## src/rtl/shared_tlb_miss_sched_pkg.sv

```systemverilog
// Shared types for the ITLB/DTLB miss scheduler in front of the shared L2 TLB.
// Widths follow Sv32: 20-bit VPN, 9-bit ASID, 32-bit PTE.
package shared_tlb_miss_sched_pkg;

    localparam int VPN_W  = 20;
    localparam int ASID_W = 9;
    localparam int PTE_W  = 32;

    typedef enum logic [2:0] {
        ST_IDLE,
        ST_LOOKUP,
        ST_CHECK,
        ST_PTW_REQ,
        ST_PTW_WAIT,
        ST_ACK
    } state_e;

    typedef enum logic {
        SIDE_I = 1'b0,
        SIDE_D = 1'b1
    } side_e;

    typedef struct packed {
        side_e              side;
        logic [VPN_W-1:0]   vpn;
        logic [ASID_W-1:0]  asid;
    } req_t;

endpackage

```

## src/rtl/shared_tlb_miss_sched_rr_arb_2.sv

```systemverilog
// Two-way round-robin pick (0 = I side, 1 = D side); a lone requester always wins.
// Purely combinational, zero latency.
module shared_tlb_miss_sched_rr_arb_2 (
    input  logic i_req_i,
    input  logic d_req_i,
    input  logic ptr_i,
    output logic gnt_vld_o,
    output logic gnt_side_o
);

    assign gnt_vld_o  = i_req_i | d_req_i;
    assign gnt_side_o = (i_req_i && d_req_i) ? ptr_i : d_req_i;

endmodule

```

## src/rtl/shared_tlb_miss_sched.sv

```systemverilog
// Serialises ITLB/DTLB misses onto the shared TLB, falls back to the PTW, acks the requester.
// One translation in flight; hit path grant-to-ack is 3 cycles; pending misses wait, held by requesters.
module shared_tlb_miss_sched
    import shared_tlb_miss_sched_pkg::*;
(
    input  logic              clk_i,
    input  logic              rst_i,
    input  logic              flush_i,
    input  logic              itlb_miss_i,
    input  logic [VPN_W-1:0]  itlb_vpn_i,
    input  logic              dtlb_miss_i,
    input  logic [VPN_W-1:0]  dtlb_vpn_i,
    input  logic [ASID_W-1:0] asid_i,
    output logic              stlb_req_o,
    output logic [VPN_W-1:0]  stlb_vpn_o,
    output logic [ASID_W-1:0] stlb_asid_o,
    input  logic              stlb_hit_i,
    input  logic [PTE_W-1:0]  stlb_pte_i,
    output logic              ptw_req_o,
    input  logic              ptw_ready_i,
    output logic [VPN_W-1:0]  ptw_vpn_o,
    input  logic              ptw_done_i,
    input  logic [PTE_W-1:0]  ptw_pte_i,
    input  logic              ptw_err_i,
    output logic              itlb_ack_o,
    output logic              dtlb_ack_o,
    output logic [PTE_W-1:0]  fill_pte_o,
    output logic              fill_err_o
);

    state_e             state_q, state_d;
    req_t               req_q, req_d;
    logic [PTE_W-1:0]   pte_q, pte_d;
    logic               err_q, err_d;
    side_e              rr_q, rr_d;
    logic               flush_pend_q, flush_pend_d;

    logic               gnt_vld;
    logic               gnt_side_raw;
    side_e              gnt_side;

    shared_tlb_miss_sched_rr_arb_2 u_rr_arb_2 (
        .i_req_i    (itlb_miss_i),
        .d_req_i    (dtlb_miss_i),
        .ptr_i      (rr_q == SIDE_D),
        .gnt_vld_o  (gnt_vld),
        .gnt_side_o (gnt_side_raw)
    );

    assign gnt_side = side_e'(gnt_side_raw);

    always_comb begin
        state_d      = state_q;
        req_d        = req_q;
        pte_d        = pte_q;
        err_d        = err_q;
        rr_d         = rr_q;
        flush_pend_d = flush_pend_q;
        case (state_q)
            ST_IDLE: begin
                // No grant while flushing: the requester may be withdrawing its miss.
                if (gnt_vld && !flush_i) begin
                    req_d.side = gnt_side;
                    req_d.vpn  = (gnt_side == SIDE_I) ? itlb_vpn_i : dtlb_vpn_i;
                    req_d.asid = asid_i;
                    state_d    = ST_LOOKUP;
                end
            end
            ST_LOOKUP: state_d = flush_i ? ST_IDLE : ST_CHECK;
            ST_CHECK: begin
                if (flush_i) begin
                    state_d = ST_IDLE;
                end else if (stlb_hit_i) begin
                    pte_d   = stlb_pte_i;
                    err_d   = 1'b0;
                    state_d = ST_ACK;
                end else begin
                    state_d = ST_PTW_REQ;
                end
            end
            ST_PTW_REQ: begin
                // Once the PTW has accepted, the walk must be drained even if flushed.
                if (ptw_ready_i) begin
                    state_d      = ST_PTW_WAIT;
                    flush_pend_d = flush_i;
                end else if (flush_i) begin
                    state_d = ST_IDLE;
                end
            end
            ST_PTW_WAIT: begin
                if (flush_i) flush_pend_d = 1'b1;
                if (ptw_done_i) begin
                    flush_pend_d = 1'b0;
                    if (flush_pend_q || flush_i) begin
                        state_d = ST_IDLE;
                    end else begin
                        pte_d   = ptw_pte_i;
                        err_d   = ptw_err_i;
                        state_d = ST_ACK;
                    end
                end
            end
            ST_ACK: begin
                state_d = ST_IDLE;
                if (!flush_i) rr_d = (rr_q == SIDE_I) ? SIDE_D : SIDE_I;
            end
            default: state_d = ST_IDLE;
        endcase
    end

    always_ff @(posedge clk_i or posedge rst_i) begin
        if (rst_i) begin
            state_q      <= ST_IDLE;
            req_q        <= '0;
            pte_q        <= '0;
            err_q        <= 1'b0;
            rr_q         <= SIDE_I;
            flush_pend_q <= 1'b0;
        end else begin
            state_q      <= state_d;
            req_q        <= req_d;
            pte_q        <= pte_d;
            err_q        <= err_d;
            rr_q         <= rr_d;
            flush_pend_q <= flush_pend_d;
        end
    end

    assign stlb_req_o  = (state_q == ST_LOOKUP) && !flush_i;
    assign stlb_vpn_o  = req_q.vpn;
    assign stlb_asid_o = req_q.asid;
    assign ptw_req_o   = (state_q == ST_PTW_REQ);
    assign ptw_vpn_o   = req_q.vpn;
    assign itlb_ack_o  = (state_q == ST_ACK) && !flush_i && (req_q.side == SIDE_I);
    assign dtlb_ack_o  = (state_q == ST_ACK) && !flush_i && (req_q.side == SIDE_D);
    assign fill_pte_o  = pte_q;
    assign fill_err_o  = err_q;

endmodule

```

## config.mk

```make
export PLATFORM = sky130hd
export DESIGN_NAME = shared_tlb_miss_sched
export DESIGN_NICKNAME = d
export VERILOG_FILES = /design/src/rtl/shared_tlb_miss_sched_pkg.sv /design/src/rtl/shared_tlb_miss_sched_rr_arb_2.sv /design/src/rtl/shared_tlb_miss_sched.sv
export SDC_FILE = /design/constraint.sdc
export NUM_CORES = 1
export LEC_CHECK = 0
export CAP_MARGIN = 5
export CORE_ASPECT_RATIO = 0.7
export CORE_MARGIN = 8
export CORE_UTILIZATION = 26
export CTS_CLUSTER_DIAMETER = 60
export CTS_CLUSTER_SIZE = 20
export DETAILED_ROUTE_END_ITERATION = 10
export GPL_TIMING_DRIVEN = 0
export MAX_ROUTING_LAYER = met4
export PLACE_DENSITY_LB_ADDON = 0.05
export SLEW_MARGIN = 20
export SYNTH_ARGS = -nofsm -noshare
export SYNTH_HDL_FRONTEND = slang
export SYNTH_SLANG_ARGS = --single-unit
```

## constraint.sdc

```tcl
create_clock -name clk_i -period 3.56 [get_ports clk_i]
set_clock_uncertainty 0.05 [all_clocks]
set_input_delay 0.356 -clock clk_i [delete_from_list [all_inputs] [get_ports clk_i]]
set_output_delay 0.356 -clock clk_i [all_outputs]
set_load 0.1 [all_outputs]
```

==> results.tsv, run 1 <==
stage	metric	value	unit
outcome	status	complete, no violations	
grt	largest net degree at the start of global routing	37	
logic_synthesis	Post-Syn Area per Cell	11.0	um2
logic_synthesis	Synth Register Bits	68	
logic_synthesis	multiplexer share of the synthesized area	10.6	%
timing	period utilisation layout	95.8	%
logic_synthesis	Post-Synth Adder-Cell Area	0	%
floorplan	Initial Utilization	26.4	%
floorplan	die area	20000	um2
job	max_cap viols	0	
timing	setup violators final	0	
floorplan	Die Ht	121	um
route	Pre-antenna DRT Iters	4	
logic_synthesis	Post-synth EDFFs	0	
critical_path	CP max FO	10	
grt	total global-route track usage	13.9	%
logic_synthesis	synthesized net count	493	
timing	Peak Freq	0.293	GHz
route	Routed Antenna Nets	0	
logic_synthesis	Synthesis Warnings	0	
clocking	CTS Root Cell	clkbuf_16	
critical_path	Setup Crit Path Kind	reg -> out	
placement	Post-DP Area	6410	um2
clocking	Clock transition at path regs	0.05	ns
logic_synthesis	Cell Area, Synth	4070	um2
clocking	htree depth	3	
logic_synthesis	top cells by instance count after synthesis	dfrtp_1, buf_4, mux2i_1, nand2b_1, a2bb2oi_2	
logic_synthesis	fraction of registers with async set/reset	100	%
timing	slew margin rel.	30.1	%
critical_path	crit path DAT	3.00	ns
timing	minimum clock period	3.41	ns
clocking	cts hold-fix bufs	0	
route	wire per inst	17.2	um
clocking	Num CTS Buffers	9	
cells_and_area	Antenna diodes	0	
clocking	Bufs on Longest Clock Path	2	
floorplan	Chip Width	166	um
cells_and_area	design area	6680	um2
cells_and_area	multi-input logic area	1830	um2
hold_path	HP Class	in -> async	
grt	initial antenna violation count	0	
critical_path	nature of the critical path startpoint	flip-flop	
route	DR vias	3567	
clocking	worst skew pair latency	0.32	ns
floorplan	# rows	38	
clocking	CTS sink count	68	
cells_and_area	share of cells above drive strength 1	20.6	%
cells_and_area	final std cells w/o fill	793	
floorplan	IO Count	208	
placement	RePlAce Congestion	0.747	
timing	Worst-Margin Slew	1.04	ns
logic_synthesis	Synth Area in Compound Gates	22.1	%
route	# DRC	0	
timing	final hold vios	0	
critical_path	r2r startpoint	state_q[0]	
logic_synthesis	top cell type's share of synthesized area	41.8	%
critical_path	Worst Setup End Kind	primary output	
clocking	CTS tree	yes	
grt	Overflow after GRT	0	
critical_path	critical path required time	3.15	ns
logic_synthesis	proportion of synthesized chip area in sequential cells	41.8	%
placement	I/O Buffers	206	
logic_synthesis	xor/xnor cell area share of the yosys netlist	0.215	%
logic_synthesis	combinational family with the most area after synthesis	compound AO/OA/AOI/OAI gates	
cells_and_area	fillers	1495	
route	vias per inst	4.50	
cells_and_area	Register Area	1700	um2
placement	Detailed Place HPWL	10600	um
route	overall routed net length	13600	um
logic_synthesis	synth top area cells	dfrtp_1, a2bb2oi_2, buf_4, mux2i_1, nand2b_1	
logic_synthesis	simple logic cell fraction of the synthesized area	11.9	%
cells_and_area	Area growth syn-to-layout	64.3	%
timing	fin. max-slew vios	0	
grt	first-pass GRT wire length	21300	um
critical_path	Critical path origin	state_q[0]	
timing	RSZ-0062 raised after global routing	false	
floorplan	Core Area	15400	um2
logic_synthesis	Synth cell types	38	
route	drt initial violations	115	
logic_synthesis	ys flop type	dfrtp_1	
grt	vias in the first global route	3876	
logic_synthesis	Post-Syn Instances	371	
logic_synthesis	most frequent cell after synthesis	dfrtp_1	
cells_and_area	Nets	711	
placement	placed cell count	778	
logic_synthesis	post-synth top area cell	dfrtp_1	
## worst paths after layout
check                                 end  slack, ns  cells past startpoint
max                            dtlb_ack_o       0.15                      4
max in group asynchronous    ptw_vpn_o[0]       2.55                      3
max reg2reg                fill_pte_o[13]       1.42                      6
min in group clk_i             state_q[0]       0.42                      2
min                        stlb_asid_o[6]       0.36                      2
min reg2reg                stlb_asid_o[2]       0.46                      1
## cell type report
type	count	share of cell area, %
clock buffer	13	3.90
inverter	4	0.262
multi-input combinational	218	27.4
tap	200	3.75
timing repair buffer	207	31.2
sequential	68	25.5
clock inverter	2	0.150
buffer	81	7.87
## routing by layer
layer / vias up / share of wire, % / global-route usage (%)
met4: 0 / 0.95 / 3.34
met1: 1712 / 46 / 17.7
met5: - / 0 / -
li1: 1724 / - / -
met2: 125 / 45 / 21.0
met3: 6 / 7.9 / 4.65
## critical path: stages (launching register included)
cell,delay [ns]
dfrtp_1,0.35
clkbuf_1,0.37
nor4bb_1,0.59
and2_1,0.20
clkdlybuf4s50_1,1.15
## metrics by stage
| step | util, % | hold slack (ns) | setup slack [ns] | setup TNS, ns |
|---|---|---|---|---|
| finish | 43.4 | 0.356 | 0.150 | 0 |
| global route | 43.4 | 0.397 | 0.00398 | 0 |
| CTS | 43.4 | 0.368 | 0.0988 | 0 |
| detailed placement | 41.6 | 0.440 | 0.471 | 0 |
| global placement | 41.5 | 0.414 | -0.0445 | -2.66 |
| floorplan | - | 0.392 | 0.678 | 0 |
## flip-flops by register name, indices dropped and copies added, names as in the netlist
signal        count
ptw_vpn_o        20
req_q             1
rr_q              1
stlb_asid_o       9
flush_pend_q      1
fill_pte_o       32
state_q           3
fill_err_o        1
## layout by cell type, fill, tap and decap left out, types with 2 or more instances in the layout
master,count
dfrtp_1,68
buf_4,49
nor3b_1,2
mux2_2,10
a2bb2oi_1,4
and2_1,2
clkbuf_16,9
clkbuf_8,2
buf_6,3
a2bb2oi_2,29
nor3_1,2
nand2b_1,32
clkinv_2,2
nor2b_1,3
o21ai_0,20
nor2_1,2
buf_2,11
mux2i_1,32
a31oi_1,20
clkdlybuf4s50_1,205
a21oi_1,21
nand3b_1,22
inv_1,3
clkbuf_1,19
## cell families (layout without fill, tap and decap cells)
kind of cell / count (synthesis) / count (layout)
compound gates: 103 / 103
xor+xnor: 1 / 1
buf+inv: 85 / 307
flops: 68 / 68
mux: 42 / 42
simple gates: 72 / 72
## timing repair
item,CTS,global route
setup endpoints to repair,0,1
buffers inserted,0,0
resized for setup,0,1
Power of run 1 is not shown: default switching activity piles up to over one toggle a cycle in this logic, so the estimate is an artifact.
==> run 2: changes to the inputs <==
--- a/config.mk
+++ b/config.mk
@@ -7,7 +7,7 @@
 export LEC_CHECK = 0
 export CAP_MARGIN = 5
 export CORE_ASPECT_RATIO = 0.7
-export CORE_MARGIN = 8
+export CORE_MARGIN = 5
 export CORE_UTILIZATION = 26
 export CTS_CLUSTER_DIAMETER = 60
 export CTS_CLUSTER_SIZE = 20
==> results.tsv, run 2 (synthesized netlist as in run 1, its figures left out) <==
stage	metric	value	unit	change
route	overall routed net length	12900	um	was 13600 um
clocking	PostCTS Resize Cnt	0		unchanged
hold_path	HP Class	in -> async		unchanged
cells_and_area	share of cells above drive strength 1	21.0	%	was 20.6%
clocking	CTS sink count	68		unchanged
timing	Peak Freq	0.298	GHz	was 0.293 GHz
timing	final hold vios	0		unchanged
critical_path	CP max FO	10		unchanged
cells_and_area	commonest cells after routing, fill and taps aside	clkdlybuf4s50_1, dfrtp_1, buf_4		unchanged
placement	I/O Buffers	206		unchanged
cells_and_area	fillers	1490		was 1495
floorplan	IO Count	208		unchanged
critical_path	nature of the critical path startpoint	flip-flop		unchanged
route	vias per inst	4.37		was 4.50
grt	total global-route track usage	14.3	%	was 13.9%
route	Pre-antenna DRT Iters	4		unchanged
critical_path	critical path required time	3.15	ns	about the same
floorplan	die area	18300	um2	was 20000 um2
clocking	Bufs on Longest Clock Path	2		unchanged
floorplan	Core Area	15400	um2	unchanged
cells_and_area	Nets	711		unchanged
placement	RePlAce Congestion	0.758		was 0.747
timing	Worst Hold Margin	0.330	ns	was 0.356 ns
route	drt initial violations	135		was 115
job	max_cap viols	0		unchanged
floorplan	# rows	38		unchanged
timing	RSZ-0062 raised after global routing	false		unchanged
grt	initial antenna violation count	0		unchanged
timing	Worst-Margin Slew	1.03	ns	was 1.04 ns
route	DR vias	3466		was 3567
cells_and_area	most common cell after layout, fill and taps aside	clkdlybuf4s50_1		unchanged
clocking	CTS tree	yes		unchanged
grt	Overflow after GRT	0		unchanged
clocking	htree depth	3		unchanged
clocking	Num CTS Buffers	9		unchanged
clocking	post-CTS setup repair buffer count	0		unchanged
cells_and_area	Area growth syn-to-layout	64.6	%	was 64.3%
clocking	worst skew pair latency	0.33	ns	was 0.32 ns
floorplan	Chip Width	160	um	was 166 um
timing	minimum clock period	3.36	ns	was 3.41 ns
critical_path	crit path DAT	2.95	ns	was 3.00 ns
route	Routed Antenna Nets	0		unchanged
route	# DRC	0		unchanged
clocking	cts hold-fix bufs	0		unchanged
grt	first-pass GRT wire length	20200	um	was 21300 um
critical_path	Setup Crit Path Kind	reg -> out		unchanged
cells_and_area	Antenna diodes	0		unchanged
timing	slew margin rel.	31.3	%	was 30.1%
floorplan	Die Ht	115	um	was 121 um
clocking	CTS Root Cell	clkbuf_16		unchanged
placement	Detailed Place HPWL	9870	um	was 10600 um
cells_and_area	max FFs per register	32		unchanged
timing	period utilisation layout	94.4	%	was 95.8%
grt	vias in the first global route	3630		was 3876
timing	setup violators final	0		unchanged
route	wire per inst	16.3	um	was 17.2 um
timing	fin. max-slew vios	0		unchanged
floorplan	Initial Utilization	26.4	%	unchanged
outcome	status	complete, no violations		unchanged
grt	largest net degree at the start of global routing	41		was 37
clocking	Clock transition at path regs	0.06	ns	was 0.05 ns
critical_path	Worst Setup End Kind	primary output		unchanged
## run 2: cell types whose count changed in the layout (fill, tap and decap cells not counted)
cell | before | now
dlymetal6s2s_1 | 1 | 0
clkinvlp_4 | 0 | 4
clkbuf_1 | 19 | 17
clkdlybuf4s50_1 | 205 | 206
buf_12 | 1 | 0
clkbuf_8 | 2 | 1
buf_16 | 0 | 1
## run 2: stage by stage
stage	setup slack (ns)	setup TNS, ns	cell area [um2]	util (%)	instances
after floorplan	0.678	0	4070	-	371
after global placement	-0.114	-7.30	6390	41.5	777
after detailed placement	0.535	0	6420	41.7	778
after CTS	0.167	0	6700	43.5	794
after global routing	0.0365	0	6700	43.5	794
final	0.201	0	6700	43.5	794
## run 2: final cells by class
class	count	area (um2)	area share, %
clock inverter	6	40.0	0.598
timing repair buffer	207	2090	31.2
sequential	68	1700	25.4
inverter	4	17.5	0.262
buffer	81	526	7.85
tap	200	250	3.74
multi-input combinational	218	1830	27.4
clock buffer	10	239	3.57
## run 2: critical path, stage by stage (launching register included)
cell and delay, ns:
dfrtp_1 0.34, clkbuf_1 0.36, nor4bb_1 0.57, and2_1 0.20
clkdlybuf4s50_1 1.15
## run 2: metal layers
metal  wire length, um  part of all wire (%)  GRT usage (%)
met4               182                   1.4           3.47
met3               851                   6.6           5.00
met2              5540                    43           20.1
met1              6370                    49           19.7
met5                 0                     0              -
## run 2: path summary, 6_finish.rpt
check | startpoint | slack (ns) | cells after the start | to
max | state_q[0] | 0.20 | 4 | dtlb_ack_o
min | rst_i | 0.33 | 2 | fill_pte_o[19]
max in group asynchronous | rst_i | 2.58 | 3 | ptw_vpn_o[2]
max reg2reg | state_q[2] | 1.47 | 5 | fill_pte_o[25]
min in group clk_i | flush_i | 0.39 | 2 | state_q[0]
min reg2reg | rr_q | 0.42 | 1 | rr_q
Power of run 2 is left out for the same reason.
==> run 3: changes to the inputs <==
--- a/config.mk
+++ b/config.mk
@@ -15,7 +15,8 @@
 export GPL_TIMING_DRIVEN = 0
 export MAX_ROUTING_LAYER = met4
 export PLACE_DENSITY_LB_ADDON = 0.05
-export SLEW_MARGIN = 20
+export SKIP_CTS_REPAIR_TIMING = 1
+export SLEW_MARGIN = 5
 export SYNTH_ARGS = -nofsm -noshare
 export SYNTH_HDL_FRONTEND = slang
 export SYNTH_SLANG_ARGS = --single-unit
==> results of run 3 <==
No change in the layout: final DEF, timing and power equal those of run 2.
Power of run 3 is left out for the same reason.
